<file path="config.mk">
export PLATFORM = sky130hd
export DESIGN_NAME = ic_program_loader
export DESIGN_NICKNAME = d
export VERILOG_FILES = /design/src/rtl/bgpu_pkg.sv /design/src/rtl/stream_register.sv /design/src/rtl/ic_program_loader.sv
export SDC_FILE = /design/constraint.sdc
export NUM_CORES = 1
export LEC_CHECK = 0
export ABC_AREA = 0
export CORE_AREA = 2 2 109 111
export CTS_CLUSTER_DIAMETER = 80
export DETAILED_ROUTE_END_ITERATION = 12
export DIE_AREA = 0 0 111 113
export PLACE_DENSITY = 0.69
export SETUP_SLACK_MARGIN = 0.1
export SLEW_MARGIN = 0
export SYNTH_ARGS = -nofsm -noshare
export SYNTH_HDL_FRONTEND = slang
export SYNTH_HIERARCHICAL = 1
export SYNTH_SLANG_ARGS = --single-unit
</file>
<file path="constraint.sdc">
create_clock -name clk_i -period 4.15 [get_ports clk_i]
set_clock_uncertainty 0.15 [all_clocks]
set_input_delay 1.245 -clock clk_i [delete_from_list [all_inputs] [get_ports clk_i]]
set_output_delay 1.245 -clock clk_i [all_outputs]
set_load 0.01 [all_outputs]
</file>
<file path="src/rtl/bgpu_pkg.sv">
// Shared types for the compute-unit front end: PC / instruction words and
// the program loader state encoding.
package bgpu_pkg;

   localparam int unsigned DefPcWidth      = 16;
   localparam int unsigned DefEncInstWidth = 32;

   typedef logic [DefPcWidth-1:0]      pc_t;
   typedef logic [DefEncInstWidth-1:0] enc_inst_t;

   typedef enum logic [1:0] {
      LdIdle,
      LdLoad,
      LdLaunch,
      LdRun
   } loader_state_e;

endpackage

</file>
<file path="src/rtl/stream_register.sv">
// One-deep valid/ready register slice; accepts a new beat whenever it is
// empty or its current beat is being consumed.
module stream_register #(
   parameter type T = logic
) (
   input  logic clk_i,
   input  logic rst_ni,
   input  logic clr_i,
   input  logic valid_i,
   output logic ready_o,
   input  T     data_i,
   output logic valid_o,
   input  logic ready_i,
   output T     data_o
);

   logic r_valid;
   T     r_data;

   assign ready_o = ready_i | ~r_valid;
   assign valid_o = r_valid;
   assign data_o  = r_data;

   always_ff @(posedge clk_i or negedge rst_ni) begin
      if (!rst_ni) begin
         r_valid <= 1'b0;
         r_data  <= '0;
      end else if (clr_i) begin
         r_valid <= 1'b0;
      end else if (ready_o) begin
         r_valid <= valid_i;
         if (valid_i) r_data <= data_i;
      end
   end

endmodule

</file>
<file path="src/rtl/ic_program_loader.sv">
// Streams host words into the instruction cache at consecutive PCs, pulses
// set_ready to launch the warps, then waits for all active warps to stop.
module ic_program_loader
   import bgpu_pkg::*;
#(
   parameter int unsigned PcWidth      = 16,
   parameter int unsigned NumWarps     = 8,
   parameter int unsigned EncInstWidth = 32,
   parameter int unsigned MemorySize   = 1024
) (
   input  logic                    clk_i,
   input  logic                    rst_ni,
   input  logic                    start_i,
   input  logic [PcWidth-1:0]      start_pc_i,
   input  logic                    host_valid_i,
   output logic                    host_ready_o,
   input  logic [EncInstWidth-1:0] host_inst_i,
   input  logic                    host_last_i,
   output logic                    ic_write_o,
   output logic [PcWidth-1:0]      ic_write_pc_o,
   output logic [EncInstWidth-1:0] ic_write_inst_o,
   output logic                    set_ready_o,
   input  logic [NumWarps-1:0]     warp_active_i,
   input  logic [NumWarps-1:0]     warp_stopped_i,
   output logic                    busy_o,
   output logic                    done_o,
   output logic                    error_o
);

   loader_state_e r_state, w_state_nxt;

   logic [PcWidth-1:0]      r_pc, w_pc_nxt;
   logic                    r_drain, w_drain_nxt;
   logic                    r_run_first, w_run_first_nxt;
   logic                    r_last_in, w_last_in_nxt;
   logic                    r_error, w_error_nxt;
   logic                    r_done, w_done_nxt;
   logic                    r_wr, w_wr_nxt;
   logic [PcWidth-1:0]      r_wr_pc, w_wr_pc_nxt;
   logic [EncInstWidth-1:0] r_wr_inst, w_wr_inst_nxt;

   logic                    w_sr_in_valid, w_sr_in_ready;
   logic                    w_sr_valid, w_sr_ready;
   logic [EncInstWidth:0]   w_sr_data;
   logic                    w_in_range;
   logic                    w_all_stopped;

   // Host side stops taking words once the last one is in, so nothing from a
   // following program can be captured before the next start.
   assign w_sr_in_valid = host_valid_i & (r_state == LdLoad) & ~r_last_in;
   assign host_ready_o  = w_sr_in_ready & (r_state == LdLoad) & ~r_last_in;
   assign w_sr_ready    = (r_state == LdLoad) & ~r_drain;

   stream_register #(
      .T(logic [EncInstWidth:0])
   ) u_host_reg (
      .clk_i   (clk_i),
      .rst_ni  (rst_ni),
      .clr_i   (1'b0),
      .valid_i (w_sr_in_valid),
      .ready_o (w_sr_in_ready),
      .data_i  ({host_last_i, host_inst_i}),
      .valid_o (w_sr_valid),
      .ready_i (w_sr_ready),
      .data_o  (w_sr_data)
   );

   assign w_in_range    = 32'(r_pc) < MemorySize;
   assign w_all_stopped = (warp_stopped_i & warp_active_i) == warp_active_i;

   always_comb begin
      w_state_nxt     = r_state;
      w_pc_nxt        = r_pc;
      w_drain_nxt     = r_drain;
      w_run_first_nxt = 1'b0;
      w_last_in_nxt   = r_last_in;
      w_error_nxt     = r_error;
      w_done_nxt      = 1'b0;
      w_wr_nxt        = 1'b0;
      w_wr_pc_nxt     = r_wr_pc;
      w_wr_inst_nxt   = r_wr_inst;
      unique case (r_state)
         LdIdle: begin
            if (start_i) begin
               w_pc_nxt      = start_pc_i;
               w_error_nxt   = 1'b0;
               w_last_in_nxt = 1'b0;
               w_drain_nxt   = 1'b0;
               w_state_nxt   = LdLoad;
            end
         end
         LdLoad: begin
            if (host_valid_i && host_ready_o && host_last_i) w_last_in_nxt = 1'b1;
            // One drain cycle lets the final write reach the cache before launch.
            if (r_drain) begin
               w_drain_nxt = 1'b0;
               w_state_nxt = LdLaunch;
            end else if (w_sr_valid) begin
               w_pc_nxt = r_pc + {{(PcWidth-1){1'b0}}, 1'b1};
               if (w_in_range) begin
                  w_wr_nxt      = 1'b1;
                  w_wr_pc_nxt   = r_pc;
                  w_wr_inst_nxt = w_sr_data[EncInstWidth-1:0];
               end else begin
                  w_error_nxt = 1'b1;
               end
               if (w_sr_data[EncInstWidth]) w_drain_nxt = 1'b1;
            end
         end
         LdLaunch: begin
            w_run_first_nxt = 1'b1;
            w_state_nxt     = LdRun;
         end
         LdRun: begin
            if (!r_run_first && w_all_stopped) begin
               w_done_nxt  = 1'b1;
               w_state_nxt = LdIdle;
            end
         end
         default: w_state_nxt = LdIdle;
      endcase
   end

   always_ff @(posedge clk_i or negedge rst_ni) begin
      if (!rst_ni) begin
         r_state     <= LdIdle;
         r_pc        <= '0;
         r_drain     <= 1'b0;
         r_run_first <= 1'b0;
         r_last_in   <= 1'b0;
         r_error     <= 1'b0;
         r_done      <= 1'b0;
         r_wr        <= 1'b0;
         r_wr_pc     <= '0;
         r_wr_inst   <= '0;
      end else begin
         r_state     <= w_state_nxt;
         r_pc        <= w_pc_nxt;
         r_drain     <= w_drain_nxt;
         r_run_first <= w_run_first_nxt;
         r_last_in   <= w_last_in_nxt;
         r_error     <= w_error_nxt;
         r_done      <= w_done_nxt;
         r_wr        <= w_wr_nxt;
         r_wr_pc     <= w_wr_pc_nxt;
         r_wr_inst   <= w_wr_inst_nxt;
      end
   end

   assign ic_write_o      = r_wr;
   assign ic_write_pc_o   = r_wr_pc;
   assign ic_write_inst_o = r_wr_inst;
   assign set_ready_o     = (r_state == LdLaunch);
   assign busy_o          = (r_state != LdIdle);
   assign done_o          = r_done;
   assign error_o         = r_error;

endmodule
</file>
# Yosys cells after proc, flatten, opt, wreduce, memory -nomap -nowiden
# Index checks and enable logic that the tools add are counted.
# word_totals
ff_bits	106
latch_bits	0
ram_bits	0
mem_bits_ro	0
in_bits	69
out_inout_bits	54
elab_cells	75
mem_count	0
# op_classes
n_addsub	1
mul	0
div_mod_pow	0
n_lt_le_gt_ge	1
eq_ne	11
shift	0
muxes	26
n_bitwise	10
n_reduce_logical	14
# ops
op	count
2-to-1 mux 16 bit	3
one-hot mux 16 bit (2 select lines)	1
adder 16 x 1 -> 16 bit (second input constant)	1
less-than comparator 16 x 11 -> 1 bit (second input constant)	1
2-to-1 mux 1 bit	15
!= test 2 bit (second input constant)	5
AND 8 bit	1
== test 8 bit	1
one-hot mux 2 bit (4 select lines)	1
AND reduction 4 bit	2
2-to-1 mux 2 bit	3
one-hot mux 1 bit (2 select lines)	3
AND reduction 3 bit	2
AND 1 bit	5
AND reduction 5 bit	1
== test 2 bit (second input constant)	2
!= test 2 x 1 -> 1 bit (second input constant)	2
AND reduction 2 bit	2
nonzero test 2 bit	2
logical AND 1 bit	3
NOT 1 bit	3
== test 2 x 1 -> 1 bit (second input constant)	1
zero test 2 bit	1
zero test 1 bit	1
bitwise OR 1 bit	1

# Longest topological paths before layout
# logic_depth
word_depth	9
depth_mapped	8
ltp_nobuf	7

# By module
# The synthesis kept the hierarchy.
# by_module_without_submodules
mod	instances	cells_per_inst	area_per_inst_um2
ic_program_loader	1	277	3372.0
stream_register	1	75	1300.0

# Least setup slack after synthesis
# Ideal clock, no wire load.
# synth_path
path_type	reg2out
start	register r_state[1]
end	output port host_ready_o
arrival_ns	1.353
required_time_ns	2.755
slack_ns	1.402
path_stages_with_launch	7
path_buffers	0
path_cell_list	dfrtp_1 > inv_1 > ha_1 > nor2b_1 > nor2b_4 > inv_1 > and3b_1
# synth_via
elab_chain_len	5
# synth_lines
element	line	source
start, declared	ic_program_loader.sv:30	loader_state_e r_state, w_state_nxt;
start signal, assigned	ic_program_loader.sv:126	r_state <= LdIdle;
start signal, assigned	ic_program_loader.sv:137	r_state <= w_state_nxt;
== test 2 x 1 -> 1 bit	ic_program_loader.sv:52	assign w_sr_ready = (r_state == LdLoad) & ~r_drain;
AND 1 bit	ic_program_loader.sv:52	
net w_sr_ready	ic_program_loader.sv:43	logic w_sr_valid, w_sr_ready;
bitwise OR 1 bit	stream_register.sv:20	assign ready_o = ready_i | ~r_valid;
net w_sr_in_ready	ic_program_loader.sv:42	logic w_sr_in_valid, w_sr_in_ready;
AND 1 bit (2 in series)	ic_program_loader.sv:51	assign host_ready_o = w_sr_in_ready & (r_state == LdLoad) & ~r_last_in;
end, declared	ic_program_loader.sv:16	output logic host_ready_o,
# The timed path passes the listed nets, and every way through them passes these cells.

# Worst setup path after layout
# Same ends and word-level chain as after synthesis.

==> impl_metrics.csv <==
group,metric,value,unit
clock_tree,h-tree-depth,3,
setup_path,cp.required,2750,ps
setup_path,critPathArrivalTime,2400,ps
detailed_routing,vias,3175,
setup_path,cp_top_family,"buffers and inverters",
setup_path,rr_startpoint,"r_state[1]$_DFFE_PN0P_",
global_routing,grt_start_max_net_pins,62,
global_routing,track_usage,16.4,%
placed_design,io_buffers,122,
setup_path,critical_path_buf_inv_count,3,
setup_path,crit_path_max_incr_delay,550,ps
floorplanning,ioPinCount,123,
global_routing,grt_pass1_vias,3261,
timing,final_max_slew_viol_count,0,
timing,max_freq,264,MHz
detailed_routing,met3_wirelength,417,µm
detailed_routing,route.top_layer_used,"met4",
worst_hold_path,hp-class,"register to register",
timing,min_period,3790,ps
yosys,ys_ff_latch,106,
yosys,synth_top_area_share,56.8,%
detailed_routing,drtIter0Drc,152,
placed_design,dp_hpwl,6900,µm
status,status,"complete, no violations",
setup_path,path_cells,"inv_1, ha_1, nor2b_1, nor2b_4, inv_1, and3b_1, clkdlybuf4s50_1",
power_and_ir_drop,combPwrFrac,31.4,%
floorplanning,start_util,41.4,%
global_routing,grt_overflow_total,0,
timing,period_share,91.4,%
setup_path,critPathCaptureType,"output pin",
detailed_routing,dr.pass1.iters,4,
timing,rsz0062_at_grt,"false",
setup_path,worstSetupPathType,"register to output pin",
detailed_routing,drcViolationCount,0,
flow_run,maxCapViolCount,0,
yosys,ys_types,37,
power_and_ir_drop,power.switching,1.13,mW
cells_and_area,syn2layout_area_growth,35.1,%
worst_hold_path,worstHoldEndpoint,"ic_write_pc_o[11]$_DFFE_PN0P_",
floorplanning,die_w,111,µm
timing,maxSlewHeadroom,35.1,%
clock_tree,postCtsSetupBuffers,0,
detailed_routing,finalWirelength,9850,µm
floorplanning,placeableCoreArea,11300,µm²
power_and_ir_drop,intPower,2.45,mW
clock_tree,clk_latency,340,ps
power_and_ir_drop,total_leakage_power,2.89,nW
yosys,synthArstFlopShare,100,%
yosys,avgSynthCellArea,13.3,µm²
setup_path,critical_path_peak_fanout,4,
clock_tree,cts_buffer_depth,2,
clock_tree,cts.sinks,106,
yosys,syn_area,4670,µm²
detailed_routing,drt-vias-per-instance,5.09,
cells_and_area,n_fill_cell,980,
power_and_ir_drop,p_per_area,566,nW/µm²
clock_tree,clkTransAtPathRegs,70,ps
setup_path,reg2reg_to,"ic_write_inst_o[12]$_DFFE_PN0P_",
timing,fin_ws,358,ps
power_and_ir_drop,p_seq_share,44.0,%
power_and_ir_drop,p_clk_share,24.6,%
clock_tree,cts-hold-fix-buffers,0,
setup_path,r2r_slack,1250,ps
yosys,synthTopCellsByArea,"dfrtp_1, mux2_4, mux2_2",
yosys,synth.largest_area_cell,"dfrtp_1",
yosys,synth_edf_count,0,
cells_and_area,nNetsFinal,551,
yosys,yosys-top-cells-count,"dfrtp_1, mux2_4, mux2_2, a21oi_1, nand2_1",
global_routing,grt_pass1_wl,16600,µm
setup_path,ff2ff_path_depth,5,
setup_path,critPathSlowestCell,"clkdlybuf4s50_1",
detailed_routing,wl_met1,4640,µm
power_and_ir_drop,vdd_ir_drop_max,0.314,mV
worst_hold_path,whs_path_depth,1,
timing,setup_viol,0,
cells_and_area,antennaDiodeCount,0,
detailed_routing,avgRoutedWirePerCell,15.8,µm
worst_hold_path,worstHoldStart,"ic_write_pc_o[11]$_DFFE_PN0P_",
detailed_routing,met2WireLength,4740,µm
yosys,post-synth-top-count-cell,"dfrtp_1",
detailed_routing,drtAntennaViolNets,0,
timing,hold_viol,0,
floorplanning,die_y,113,µm
cells_and_area,drive_above_1_share,21.0,%
placed_design,gp_congestion,0.772,
timing,fin_tns_setup,0,ps
setup_path,critPathLaunch,"r_state[1]$_DFFE_PN0P_",
setup_path,cp-start-kind,"register",
clock_tree,cts_buffers,9,
timing,tightest_slew,973,ps
clock_tree,cts-root-buf,"clkbuf_16",
floorplanning,die_area,12500,µm²
yosys,seq_area_frac_synth,56.8,%
floorplanning,fp-row-count,39,
power_and_ir_drop,netSwitchingFraction,31.5,%
placed_design,placed_cells,608,
placed_design,preCtsSetupSlack,725,ps
yosys,synthCells,352,
yosys,ys.flop_type,"dfrtp_1",
yosys,synth_warnings,6,
clock_tree,tritoncts,"yes",
cells_and_area,instances_no_fill,624,
global_routing,antenna_found_initial,0,
setup_path,cpMostUsedCell,"inv_1",
clock_tree,ctsResizeCount,0,
placed cells by master, fill, tap and decap left out, types with 6 or more instances in the layout:
| master | Yosys | final |
|---|---|---|
| a21oi_1 | 26 | 26 |
| and2_1 | 6 | 6 |
| buf_4 | 0 | 6 |
| clkbuf_16 | 0 | 9 |
| clkdlybuf4s50_1 | 0 | 121 |
| dfrtp_1 | 106 | 106 |
| ha_1 | 6 | 6 |
| inv_1 | 14 | 14 |
| mux2_2 | 35 | 35 |
| mux2_4 | 39 | 39 |
| mux2i_1 | 7 | 7 |
| nand2_1 | 24 | 24 |
| nand3_1 | 11 | 11 |
| nor2_1 | 9 | 9 |
| o21ai_0 | 13 | 13 |
| o22ai_1 | 9 | 9 |
power by group through the flow:
stage               Clock [mW]  Sequential, mW  Combinational (mW)
floorplan                    0            1.55               0.760
global placement             0            1.57                1.09
detailed placement           0            1.60                1.13
CTS                      0.899            1.58                1.14
global route             0.956            1.62                1.24
finish                   0.878            1.57                1.12
final cells by class:
cell class / instances / area (µm²) / area share (%)
flip-flops and latches: 106 / 2650 / 42.0
multi-input cells: 218 / 1860 / 29.5
repair buffers: 127 / 1260 / 19.9
clock buffers: 10 / 239 / 3.79
well taps: 143 / 179 / 2.83
clock inverters: 6 / 73.8 / 1.17
inverters: 14 / 52.6 / 0.832
stage by stage:
step           util, %  hold WS [ps]  area, µm²  power, mW
6_report          56.0           338       6310       3.58
2_1_floorplan        -           303       4680       2.31
5_1_grt           56.0           358       6310       3.82
3_3_place_gp      53.2           320       6000       2.66
4_1_cts           56.0           341       6310       3.61
3_5_place_dp      53.2           320       6000       2.73
state kept, by name, summed over array words and instances (netlist names), 2 cells and up:
signal and cells:
r_pc 16, ic_write_inst_o 32, ic_write_pc_o 16, r_state 2, u_host_reg/data_o 33
kinds of logic after synthesis:
logic type	count (synthesis)	share of synthesized area (%)
flops	106	56.8
mux	81	22.5
simple gates	73	8.70
compound gates	56	6.88
buf+inv	29	3.48
fa+ha+maj	6	1.61
other cells	1	0.0803
per-layer routing:
metal	vias up	track usage [%]
met5	-	0
li1	1495	-
met2	82	26.6
met3	6	3.75
met4	0	4.25
met1	1592	22.7
how the worst max path moves through the flow:
| stage | slack [ps] | endpoint | depth (start not counted) |
|---|---|---|---|
| floorplan | 1400 | host_ready_o | 6 |
| global placement | 840 | host_ready_o | 7 |
| detailed placement | 720 | host_ready_o | 7 |
| CTS | 350 | host_ready_o | 7 |
| global route | 250 | host_ready_o | 7 |
| finish | 360 | host_ready_o | 7 |
Note: power is estimated with default switching activity, not from simulation.
==> patch 1, RTL diff (same flow settings) <==
Change the parameter `EncInstWidth` from 32 to 28.
--- a/src/rtl/ic_program_loader.sv
+++ b/src/rtl/ic_program_loader.sv
@@ -6,5 +6,5 @@
    parameter int unsigned PcWidth      = 16,
    parameter int unsigned NumWarps     = 8,
-   parameter int unsigned EncInstWidth = 32,
+   parameter int unsigned EncInstWidth = 28,
    parameter int unsigned MemorySize   = 1024
 ) (
Interface: changed (resized host_inst_i and ic_write_inst_o); port bits go from 123 to 115. No check against the original RTL was run, so the function may have changed too.
==> patch 1 against the unedited design <==
  * Combinational power down 15%
  * Via count decreased by 7.1%
  * Synthesized cell count fell by 6.3%
  * Count of clock-buffer cells in the layout unchanged
  * Die area is the same
  * Utilization shrank 4.4 points
  * Sequential share of layout area is 0.16 points higher
  * Wire length fell by 3.6%
  * Synthesized area shrank 8.1%
  * Setup slack better by 0.16 ns
  * Sequential cell count decreased by 8
  * Power fell by 11%
  * Design area is 7.9% lower
  * Critical path type unchanged
  * Critical endpoint unchanged
  * Largest power group unchanged
==> patch 1: results <==
export IMPL_status="complete, no violations"
export IMPL_synth_top_cells_by_area="dfrtp_1, mux2_2, mux2_4"
export IMPL_ys_warn_count=6
export IMPL_seqPwrFrac_pct=44.7
export IMPL_n_clock_buffer=10
export IMPL_grt_max_degree=87
export IMPL_grt_pass1_vias=3014
export IMPL_yosysSeqAreaShare_pct=57.1
export IMPL_combinationalPower_mw=0.954
export IMPL_htree_levels=3
export IMPL_p_sw_mw=1.04
export IMPL_reg2reg_depth=7
export IMPL_synth_compound_area_share_pct=7.46
export IMPL_inv_count=12
export IMPL_drt_iter0_drc=182
export IMPL_clk_share_pct=5.03
export IMPL_dp_hpwl_mm=6.49
export IMPL_num_vias=2948
export IMPL_final_nets=516
export IMPL_portBuffers=114
export IMPL_path_delay_family="buffers and inverters"
export IMPL_p_leak_nw=2.57
export IMPL_drive_gt1_share_pct=20.4
export IMPL_multi_input_area_share_pct=28.7
export IMPL_buffers=119
export IMPL_avgRoutedWirePerCell_um=16.0
export IMPL_critical_path_max_stage_delay_ns=0.57
export IMPL_synth_common_cells="dfrtp_1, mux2_2, a21oi_1"
export IMPL_reg2reg_to="ic_write_inst_o[2]$_DFFE_PN0P_"
export IMPL_largest_reg_flops=29
export IMPL_multiInputCombCellCount=205
export IMPL_nonClkBufAreaFrac_pct=20.2
export IMPL_cts_sinks=98
export IMPL_firstDrtPassIters=4
export IMPL_placed_cells=577
export IMPL_n_fill_cell=996
export IMPL_grtUsageTotal_pct=15.9
export IMPL_ir_drop_mv=0.281
export IMPL_seq_share_pct=42.2
export IMPL_powerSeq_mw=1.43
export IMPL_yosys_cell_types_count=46
export IMPL_regToRegSetupSlack_ns=1.34
export IMPL_clk_latency_ns=0.34
export IMPL_post_cts_resized=0
export IMPL_critPathLaunch="r_state[1]$_DFFE_PN0P_"
export IMPL_gp_congestion=0.807
export IMPL_avgSynthCellArea_sq_um=13.0
export IMPL_hold_end="ic_write_pc_o[9]$_DFFE_PN0P_"
export IMPL_grt_pass1_wl_mm=15.8
export IMPL_synth_mux_area_share_pct=19.9
export IMPL_synth_fa_ha_area_share_pct=1.75
export IMPL_routed_via_density=4.97
export IMPL_n_antenna_cell=0
export IMPL_cp_arrival_ns=2.24
export IMPL_max_slew_margin_pct=27.6
export IMPL_hold_start="ic_write_pc_o[9]$_DFFE_PN0P_"
export IMPL_antenna_found_initial=0
-- patch 1: changes by cell type after synthesis, moves of 5 or more --
| cell | before | now |
|---|---|---|
| mux2_4 | 39 | 10 |
| and2_1 | 6 | 0 |
| buf_6 | 7 | 2 |
| nor3_1 | 0 | 5 |
| dfrtp_1 | 106 | 98 |
| nand2_1 | 24 | 12 |
| nor2b_1 | 3 | 9 |
| nor2_1 | 9 | 16 |
| o21ai_0 | 13 | 8 |
| nand3_1 | 11 | 6 |
| mux2_2 | 35 | 54 |
-- patch 1: worst max-delay path by stage --
stage,endpoint,slack (ns),cells past startpoint
5_1_grt,host_ready_o,0.37,8
3_5_place_dp,u_host_reg/data_o[9]$_DFFE_PN0P_,0.85,5
3_3_place_gp,u_host_reg/data_o[5]$_DFFE_PN0P_,0.88,5
2_1_floorplan,host_ready_o,1.00,9
6_report,host_ready_o,0.52,8
4_1_cts,host_ready_o,0.50,8
-- patch 1: per-layer routing --
metal / share of wire, % / track usage (%)
met3: 5.0 / 3.70
met5: 0 / 0
met1: 45 / 20.8
met4: 1.7 / 6.17
met2: 49 / 25.8
-- patch 1: per-stage QoR --
step	setup WS [ns]	area, sq um	hold WS (ns)	util [%]
6_report	0.520	5820	0.336	51.6
5_1_grt	0.370	5820	0.366	51.6
4_1_cts	0.502	5820	0.344	51.6
3_5_place_dp	0.847	5520	0.328	49.0
3_3_place_gp	0.881	5520	0.321	49.0
2_1_floorplan	1.00	4300	0.295	-
-- patch 1: logic make-up after synthesis --
kind of cell / after synthesis
AO/OA/AOI/OAI: 52
buffers and inverters: 28
AND/OR/NAND/NOR: 72
multiplexers: 73
other: 1
flip-flops: 98
adder cells (fa/ha/maj): 6
==> patch 2, RTL diff (same flow settings) <==
Made on the original files. Take the reset off `r_pc` and load it in a clocked block of its own.
--- a/src/rtl/ic_program_loader.sv
+++ b/src/rtl/ic_program_loader.sv
@@ -125,5 +125,4 @@
       if (!rst_ni) begin
          r_state     <= LdIdle;
-         r_pc        <= '0;
          r_drain     <= 1'b0;
          r_run_first <= 1'b0;
@@ -136,5 +135,4 @@
       end else begin
          r_state     <= w_state_nxt;
-         r_pc        <= w_pc_nxt;
          r_drain     <= w_drain_nxt;
          r_run_first <= w_run_first_nxt;
@@ -148,4 +146,8 @@
    end
 
+   always_ff @(posedge clk_i) begin
+      r_pc <= w_pc_nxt;
+   end
+
    assign ic_write_o      = r_wr;
    assign ic_write_pc_o   = r_wr_pc;
Behaviour: same outputs for any inputs over 4 cycles, from zero or initial values and one cycle with rst_ni low; that may be too few to reach the edited logic, so the function may still have changed.
==> patch 2 against the unedited design <==
  * Synthesized area decreased by 4.1%
  * Global-route usage decreased by 1.2 points
  * Wire length down 7.5%
  * Critical path depth unchanged
  * Setup slack better by 0.12 ns
  * Non-clock buffer count rose by 1
  * Worst hold slack worse by 0.0074 ns
  * Power shrank 7.5%
  * First-iteration DRC count is 13% lower
  * Clock power is 4.0% lower
  * Design area decreased by 2.8%
  * Cell count fell by 4.5%
  * Sequential cell count did not move
==> patch 2: results <==
export IMPL_grtUsageTotal_pct=15.2
export IMPL_gp_congestion=0.742
export IMPL_final_nets=524
export IMPL_n_fill_cell=958
export IMPL_reg2reg_depth=7
export IMPL_synth_edff_count=16
export IMPL_ir_drop_mv=0.305
export IMPL_firstDrtPassIters=4
export IMPL_cts_buffer_depth=2
export IMPL_grt_max_degree=68
export IMPL_holdPathStages=1
export IMPL_grt_pass1_vias=3123
export IMPL_tns_ns=0
export IMPL_post_cts_buffers=0
export IMPL_yosysSeqAreaShare_pct=61.0
export IMPL_drive_gt1_share_pct=21.9
export IMPL_n_antenna_cell=0
export IMPL_grt_pass1_wl_mm=15.2
export IMPL_critical_path_max_stage_delay_ns=0.55
export IMPL_dp_hpwl_mm=6.38
export IMPL_clk_latency_ns=0.33
export IMPL_status="complete, no violations"
export IMPL_max_slew_margin_pct=38.9
export IMPL_cp_max_fo=5
export IMPL_placed_cells=581
export IMPL_regToRegSetupSlack_ns=1.09
export IMPL_regToRegStartpoint="r_state[1]$_DFFE_PN0P_"
export IMPL_num_vias=2902
export IMPL_cts_buffers=9
export IMPL_synthFlopType="dfrtp_1"
export IMPL_post_cts_resized=0
export IMPL_hold_end="ic_write_inst_o[12]$_DFFE_PN0P_"
export IMPL_cts_root_buf="clkbuf_16"
export IMPL_drt_iter0_drc=132
export IMPL_hold_start="u_host_reg/data_o[12]$_DFFE_PN0P_"
export IMPL_ys_warn_count=6
export IMPL_synth_common_cells="dfrtp_1, mux2_2, nor2_1"
export IMPL_yosys_cell_types_count=37
export IMPL_critPathSlowestCell="clkdlybuf4s50_1"
export IMPL_p_leak_nw=2.71
export IMPL_htree_levels=3
export IMPL_placed_cell_area_sq_um=5840
export IMPL_synthArstFlopShare_pct=84.9
export IMPL_largest_reg_flops=33
export IMPL_drt_total_wl_mm=9.11
export IMPL_hold_class="flop to flop"
export IMPL_reg2reg_to="ic_write_inst_o[16]$_DFFE_PN0P_"
export IMPL_routed_via_density=4.87
export IMPL_synth_top_cells_by_area="dfrtp_1, mux2_2, edfxtp_1"
export IMPL_avgSynthCellArea_sq_um=14.0
[patch 2: final cells by class]
class | instances | share of cell area, %
flip-flops and latches | 106 | 44.5
multi-input cells | 190 | 26.2
repair buffers | 128 | 20.6
clock buffers | 13 | 4.24
well taps | 143 | 2.92
inverters | 14 | 0.857
clock inverters | 2 | 0.591
[patch 2: metal layers]
metal | share of wire (%) | routed length [um] | track usage, %
met1 | 43 | 3920 | 18.6
met2 | 50 | 4560 | 25.8
met3 | 5.7 | 523 | 5.09
met4 | 1.1 | 104 | 4.75
met5 | 0 | 0 | 0
[patch 2: how the worst max path moves through the flow]
stage	startpoint	to	slack, ns	cells after the start
floorplan	start_i	r_pc[0]$_DFFE_PP_	1.39	2
global placement	r_state[1]$_DFFE_PN0P_	host_ready_o	0.89	7
detailed placement	r_state[1]$_DFFE_PN0P_	host_ready_o	0.82	7
CTS	r_state[1]$_DFFE_PN0P_	host_ready_o	0.44	7
global route	r_state[1]$_DFFE_PN0P_	host_ready_o	0.30	7
finish	r_state[1]$_DFFE_PN0P_	host_ready_o	0.47	7
[patch 2: cell families (layout without fill, tap and decap cells)]
| family | after synthesis | after routing | synth area share [%] |
|---|---|---|---|
| flip-flops | 106 | 106 | 61.0 |
| XOR/XNOR | 14 | 14 | 2.74 |
| adder cells (fa/ha/maj) | 6 | 6 | 1.68 |
| buffers and inverters | 26 | 157 | 3.18 |
| AND/OR/NAND/NOR | 68 | 68 | 8.46 |
| AO/OA/AOI/OAI | 20 | 20 | 2.57 |
| other | 1 | 2 | 0.0837 |
| multiplexers | 80 | 80 | 20.3 |
[patch 2: metrics by stage]
step | utilization (%) | power [mW] | hold slack (ns) | worst slack, ns
3_3_place_gp | 51.8 | 2.44 | 0.314 | 0.894
6_report | 54.4 | 3.31 | 0.331 | 0.475
2_1_floorplan | - | 2.15 | 0.304 | 1.39
5_1_grt | 54.4 | 3.51 | 0.345 | 0.299
4_1_cts | 54.4 | 3.35 | 0.335 | 0.435
3_5_place_dp | 51.8 | 2.49 | 0.321 | 0.821
[patch 2: power breakdown]
part           internal, mW  leakage (nW)  switching [mW]  total, mW
logic                 0.477          1.22           0.394      0.871
clock network         0.498         0.146           0.345      0.843
registers              1.39          1.34           0.199       1.59
[patch 2: critical path, delay by kind of cell (launching register included)]
family / cells / cell delay, ns
buffers and inverters: 3 / 0.71
and+or+nand+nor: 3 / 0.60
DFF: 1 / 0.41
adders and majority gates: 1 / 0.23
